[config.mk]
export PLATFORM = sky130hd
export DESIGN_NAME = alu_op_decoder
export DESIGN_NICKNAME = d
export VERILOG_FILES = /design/src/rtl/alu_pkg.sv /design/src/rtl/alu_dec_skid.sv /design/src/rtl/alu_op_decoder.sv
export SDC_FILE = /design/constraint.sdc
export NUM_CORES = 1
export LEC_CHECK = 0
export CAP_MARGIN = 20
export CORE_ASPECT_RATIO = 1.2
export CORE_MARGIN = 2
export CORE_UTILIZATION = 55
export CTS_CLUSTER_DIAMETER = 80
export DETAILED_ROUTE_END_ITERATION = 7
export DONT_BUFFER_PORTS = 1
export PLACE_DENSITY = 0.79
export SKIP_LAST_GASP = 1
export SYNTH_ARGS = -nofsm -noshare
export SYNTH_HDL_FRONTEND = slang
export SYNTH_HIERARCHICAL = 1
export SYNTH_SLANG_ARGS = --single-unit
[constraint.sdc]
create_clock -name clk -period 1.4 [get_ports clk]
set_input_delay 0.07 -clock clk [delete_from_list [all_inputs] [get_ports clk]]
set_output_delay 0.07 -clock clk [all_outputs]
set_load 0.02 [all_outputs]
[src/rtl/alu_pkg.sv]
// Shared ALU-control definitions: operation codes, ALUOp classes and the
// combinational funct-field decode used by the alu_op_decoder stage.
package alu_pkg;

   localparam int unsigned OP_W = 4;

   localparam logic [OP_W-1:0] OP_AND   = 4'b0000;
   localparam logic [OP_W-1:0] OP_OR    = 4'b0001;
   localparam logic [OP_W-1:0] OP_ADD   = 4'b0010;
   localparam logic [OP_W-1:0] OP_SUB   = 4'b0110;
   localparam logic [OP_W-1:0] OP_EQ    = 4'b1000;
   localparam logic [OP_W-1:0] OP_UNSUP = 4'b1111;

   localparam logic [2:0] F3_ADD = 3'b000;
   localparam logic [2:0] F3_OR  = 3'b110;
   localparam logic [2:0] F3_AND = 3'b111;
   localparam logic [2:0] F3_BEQ = 3'b000;

   localparam logic [6:0] F7_BASE = 7'b0000000;
   localparam logic [6:0] F7_ALT  = 7'b0100000;

   typedef enum logic [1:0] {
      ALUOP_MEM = 2'b00,
      ALUOP_BR  = 2'b01,
      ALUOP_R   = 2'b10,
      ALUOP_I   = 2'b11
   } aluop_e;

   // Anything not explicitly listed decodes to OP_UNSUP, which the ALU maps to 0.
   function automatic logic [OP_W-1:0] alu_decode(
      input aluop_e     aluop,
      input logic [2:0] f3,
      input logic [6:0] f7
   );
      logic [OP_W-1:0] res;
      res = OP_UNSUP;
      case (aluop)
         ALUOP_MEM: res = OP_ADD;
         ALUOP_BR: begin
            if (f3 == F3_BEQ) res = OP_EQ;
         end
         ALUOP_R: begin
            if (f7 == F7_BASE) begin
               case (f3)
                  F3_ADD:  res = OP_ADD;
                  F3_AND:  res = OP_AND;
                  F3_OR:   res = OP_OR;
                  default: res = OP_UNSUP;
               endcase
            end else if (f7 == F7_ALT) begin
               if (f3 == F3_ADD) res = OP_SUB;
            end
         end
         ALUOP_I: begin
            case (f3)
               F3_ADD:  res = OP_ADD;
               F3_AND:  res = OP_AND;
               F3_OR:   res = OP_OR;
               default: res = OP_UNSUP;
            endcase
         end
         default: res = OP_UNSUP;
      endcase
      return res;
   endfunction

   function automatic logic is_unsup(input logic [OP_W-1:0] op);
      return op == OP_UNSUP;
   endfunction

endpackage

[src/rtl/alu_dec_skid.sv]
// Generic 2-slot valid/ready skid buffer: OUT register plus one SKID register.
// Latency 1 cycle; in_rdy comes straight from a flop (no out_rdy combinational path).
module alu_dec_skid #(
   parameter int unsigned DATA_W = 8
) (
   input  logic              clk,
   input  logic              reset,
   input  logic              in_vld,
   output logic              in_rdy,
   input  logic [DATA_W-1:0] in_dat,
   output logic              out_vld,
   input  logic              out_rdy,
   output logic [DATA_W-1:0] out_dat
);

   logic              out_vld_q,  out_vld_d;
   logic [DATA_W-1:0] out_dat_q,  out_dat_d;
   logic              skid_vld_q, skid_vld_d;
   logic [DATA_W-1:0] skid_dat_q, skid_dat_d;
   logic              out_free;
   logic              in_acc;

   always_ff @(posedge clk or posedge reset) begin
      if (reset) begin
         out_vld_q  <= 1'b0;
         out_dat_q  <= '0;
         skid_vld_q <= 1'b0;
         skid_dat_q <= '0;
      end else begin
         out_vld_q  <= out_vld_d;
         out_dat_q  <= out_dat_d;
         skid_vld_q <= skid_vld_d;
         skid_dat_q <= skid_dat_d;
      end
   end

   always_comb begin
      out_free   = !out_vld_q || out_rdy;
      in_acc     = in_vld && !skid_vld_q;
      out_vld_d  = out_vld_q;
      out_dat_d  = out_dat_q;
      skid_vld_d = skid_vld_q;
      skid_dat_d = skid_dat_q;
      if (out_free) begin
         // A full SKID implies in_rdy was low, so no new accept competes with it.
         if (skid_vld_q) begin
            out_vld_d  = 1'b1;
            out_dat_d  = skid_dat_q;
            skid_vld_d = 1'b0;
         end else if (in_acc) begin
            out_vld_d = 1'b1;
            out_dat_d = in_dat;
         end else begin
            out_vld_d = 1'b0;
         end
      end else if (in_acc) begin
         skid_vld_d = 1'b1;
         skid_dat_d = in_dat;
      end
   end

   assign in_rdy  = !skid_vld_q;
   assign out_vld = out_vld_q;
   assign out_dat = out_dat_q;

endmodule

[src/rtl/alu_op_decoder.sv]
// Registered ALU-control stage: (ALUOp, Funct3, Funct7) -> Operation, tag passed through.
// Optional sticky Illegal output and per-slot illegal bit enabled by ALU_DEC_ILLEGAL_EN.
module alu_op_decoder
   import alu_pkg::*;
#(
   parameter int unsigned OPCODE_LENGTH = 4,
   parameter int unsigned TAG_WIDTH     = 5
) (
   input  logic                     clk,
   input  logic                     reset,
   input  logic                     in_valid,
   output logic                     in_ready,
   input  logic [1:0]               ALUOp,
   input  logic [2:0]               Funct3,
   input  logic [6:0]               Funct7,
   input  logic [TAG_WIDTH-1:0]     InTag,
   output logic                     out_valid,
   input  logic                     out_ready,
   output logic [OPCODE_LENGTH-1:0] Operation,
   output logic [TAG_WIDTH-1:0]     OutTag
`ifdef ALU_DEC_ILLEGAL_EN
   ,
   output logic                     Illegal
`endif
);

`ifdef ALU_DEC_ILLEGAL_EN
   localparam int unsigned PAY_W = OPCODE_LENGTH + TAG_WIDTH + 1;
`else
   localparam int unsigned PAY_W = OPCODE_LENGTH + TAG_WIDTH;
`endif

   logic [OP_W-1:0]          dec_raw;
   logic [OPCODE_LENGTH-1:0] dec_op;
   logic                     dec_unsup;
   logic [PAY_W-1:0]         in_pay;
   logic [PAY_W-1:0]         out_pay;

   always_comb begin
      dec_raw   = alu_decode(aluop_e'(ALUOp), Funct3, Funct7);
      dec_op    = OPCODE_LENGTH'(dec_raw);
      dec_unsup = is_unsup(dec_raw);
   end

`ifdef ALU_DEC_ILLEGAL_EN
   assign in_pay = {dec_op, InTag, dec_unsup};
`else
   assign in_pay = {dec_op, InTag};
`endif

   alu_dec_skid #(
      .DATA_W (PAY_W)
   ) u_skid (
      .clk     (clk),
      .reset   (reset),
      .in_vld  (in_valid),
      .in_rdy  (in_ready),
      .in_dat  (in_pay),
      .out_vld (out_valid),
      .out_rdy (out_ready),
      .out_dat (out_pay)
   );

   assign Operation = out_pay[PAY_W-1 -: OPCODE_LENGTH];
   assign OutTag    = out_pay[PAY_W-OPCODE_LENGTH-1 -: TAG_WIDTH];

`ifdef ALU_DEC_ILLEGAL_EN
   logic illegal_q, illegal_d;

   // Sticky from the accepting edge; only reset clears it.
   always_comb begin
      illegal_d = illegal_q | (in_valid && in_ready && dec_unsup);
   end

   always_ff @(posedge clk or posedge reset) begin
      if (reset) illegal_q <= 1'b0;
      else       illegal_q <= illegal_d;
   end

   // The OUT slot's bit is always covered by the sticky flag; OR keeps both visible.
   assign Illegal = illegal_q | (out_valid & out_pay[0]);
`else
   logic unused_unsup;
   assign unused_unsup = dec_unsup;
`endif

endmodule

==> flow_metrics.env <==
export IMPL_synth_common_cells="20 x dfrtp_1, 17 x mux2_4, 9 x mux2_1"
export IMPL_avgSynthCellArea_um2=13.6
export IMPL_end_kind="register"
export IMPL_antennaDiodeCount=0
export IMPL_hold_depth=2
export IMPL_tightest_slew_ps=339
export IMPL_grt_pass1_wl_um=2900
export IMPL_cp_common_cell="mux2_4"
export IMPL_crit_type="in2reg"
export IMPL_ys_ff_latch=20
export IMPL_crit_path_cell_trace="or3_1 -> buf_4 -> a31oi_1 -> o21ai_2 -> mux2_4 -> mux2_4"
export IMPL_post_route_period_util=0.956
export IMPL_nets=122
export IMPL_cts_buffers=3
export IMPL_drtIter0Drc=2
export IMPL_grt_pass1_vias=724
export IMPL_area_growth_pct=14.8
export IMPL_antenna_left=0
export IMPL_setup_viol=0
export IMPL_synthArstFlopShare=1.00
export IMPL_worst_clock_skew_ps=0.869
export IMPL_crit_required_ps=1580
export IMPL_utilization=0.652
export IMPL_grt_usage=0.164
export IMPL_synth_most_common_cell="dfrtp_1"
export IMPL_yosysUniqueCellTypes=25
export IMPL_slew_headroom=0.774
export IMPL_yosysSeqAreaShare=0.440
export IMPL_synth_warnings=6
export IMPL_max_stage_delay_ps=430
export IMPL_syn_area_mm2=0.00114
export IMPL_min_period_ps=1340
export IMPL_fmax_mhz=747
export IMPL_critPathMaxFanout=6
export IMPL_total_power_mw=1.47
export IMPL_grt_overflow_total=0
export IMPL_status="finished, final reports clean"
export IMPL_io_buffers=0
export IMPL_ctsHtreeMaxLevel=1
export IMPL_insertion_delay_ps=280
export IMPL_design_die_area_mm2=0.00245
export IMPL_viasPerCell=5.88
export IMPL_antenna_found_initial=0
export IMPL_synth_area_top_cells="dfrtp_1 44%, mux2_4 22%, mux2_1 8.9%, buf_6 4.0%, a2111oi_4 2.4%"
export IMPL_max_vdd_ir_drop_v=0.000557
export IMPL_grt_max_degree=21
export IMPL_ys_flop_type="dfrtp_1"
export IMPL_routedWlPerCell_um=15.9
export IMPL_vias=700
export IMPL_synth_cells=84
export IMPL_die_w_um=45.5
export IMPL_hold_path_class="in2reg"
export IMPL_dp_hpwl_um=1410
export IMPL_pin_count=32
export IMPL_r2r_cells=3
export IMPL_drive_gt1_frac=0.374
export IMPL_synth_edf_count=0
export IMPL_core_mm2=0.00200
export IMPL_rsz0062_at_grt="false"
export IMPL_initial_core_util=0.568
export IMPL_synth_nets=105
export IMPL_cts_clk_slew_worst_paths_ps=100
export IMPL_row_count=18
export IMPL_place_area_mm2=0.00118
export IMPL_synth_top_cell_area_share=0.440
export IMPL_drc_errors=0
export IMPL_gp_congestion=0.760
export IMPL_slew_violations=0
export IMPL_final_hold_violation_count=0
export IMPL_cts_sinks=20
export IMPL_fin_area_mm2=0.00131
export IMPL_cts_root_buf="clkbuf_4"
export IMPL_crit_arrival_ps=1520
export IMPL_drv_cap=0
export IMPL_setup_tns_ps=0
export IMPL_max_clock_path_buffers=2
export IMPL_cts_tree="built"
export IMPL_power_density_mw_per_mm2=1130
export IMPL_die_h_um=53.8
export IMPL_drtPass1Iterations=4
export IMPL_start_kind="input port"
export IMPL_routed_wl_um=1890
export IMPL_yosysTopAreaCell="dfrtp_1"
export IMPL_critPathSlowestCell="or3_1"
export IMPL_leakagePower_nw=0.566
-- critical path, delay by kind of cell --
| kind | cells | cell delay (ps) |
|---|---|---|
| and+or+nand+nor | 1 | 430 |
| muxes | 2 | 520 |
| AOI/OAI and AO/OA | 2 | 310 |
| buffers and inverters | 1 | 190 |
-- final cells by class --
cell class | count | area [um2]
clock buffer | 3 | 22.5
fill | 152 | 697
inverter | 4 | 15.0
multi-input combinational | 55 | 594
sequential | 20 | 500
tap | 20 | 25.0
timing repair buffer | 17 | 150
-- worst paths after layout --
kind | from | endpoint | slack, ps
setup / recovery | Funct3[2] | u_skid/out_dat[8] | 60
hold / removal | InTag[1] | u_skid/out_dat[1] | 50
setup reg to reg | u_skid/skid_vld_q | u_skid/out_dat[2] | 70
hold reg to reg | u_skid/skid_dat_q[5] | u_skid/skid_dat_q[5] | 500
max in group asynchronous | reset | u_skid/skid_dat_q[5] | 950
min in group asynchronous | reset | u_skid/out_dat[2] | 250
-- stage by stage --
| stage | cells | setup WS [ps] | hold WS [ps] |
|---|---|---|---|
| global placement | 106 | -209 | -1.24 |
| finish | 119 | 61.3 | 49.1 |
| global route | 119 | 11.9 | 39.2 |
| CTS | 118 | 60.1 | 36.8 |
| floorplan | 84 | -224 | 33.8 |
| detailed placement | 106 | -241 | 14.5 |
-- layer usage --
metal / up-vias / part of all wire / track usage
li1: 334 / - / -
met1: 338 / 0.40 / 0.162
met2: 26 / 0.54 / 0.326
met3: 2 / 0.049 / 0.0201
met4: 0 / 0.0095 / 0.0735
met5: - / 0 / 0
-- registers in the layout, indices dropped and copies added, names as in the netlist --
register,cells
u_skid/out_dat,9
u_skid/skid_dat_q,9
u_skid/out_vld,1
u_skid/skid_vld_q,1
-- report_power, final --
| part | leakage (nW) | internal (mW) | switching, mW | total [mW] |
|---|---|---|---|---|
| Sequential | 0.228 | 0.705 | 0.160 | 0.866 |
| Combinational | 0.324 | 0.236 | 0.117 | 0.353 |
| Clock | 0.0138 | 0.0998 | 0.154 | 0.254 |
| Total | 0.566 | 1.04 | 0.431 | 1.47 |
-- kinds of logic (layout without fill, tap and decap cells) --
kind of cell | Yosys count | after routing | share of synthesized area
and+or+nand+nor | 18 | 18 | 0.0956
DFF | 20 | 20 | 0.440
buffers and inverters | 9 | 24 | 0.0593
AOI/OAI and AO/OA | 10 | 10 | 0.0824
muxes | 27 | 27 | 0.323
-- cell usage in the layout (no fill, tap or decap), drive strengths merged, types with 3 or more instances in the layout --
cell type | synthesis | routed
a31oi | 3 | 3
buf | 5 | 8
clkbuf | 0 | 3
dfrtp | 20 | 20
dlygate4sd3 | 0 | 9
inv | 4 | 4
mux2 | 27 | 27
nand2 | 4 | 4
nand3 | 3 | 3
nor2 | 3 | 3
-- timing repair --
item	4_1_cts	5_1_grt
hold endpoints to repair	27	0
hold buffers	9	0
buffers inserted	0	1
resized for setup	0	1
endpoints found under the setup margin	0	1
No activity file was read; power rests on OpenSTA's default activity.
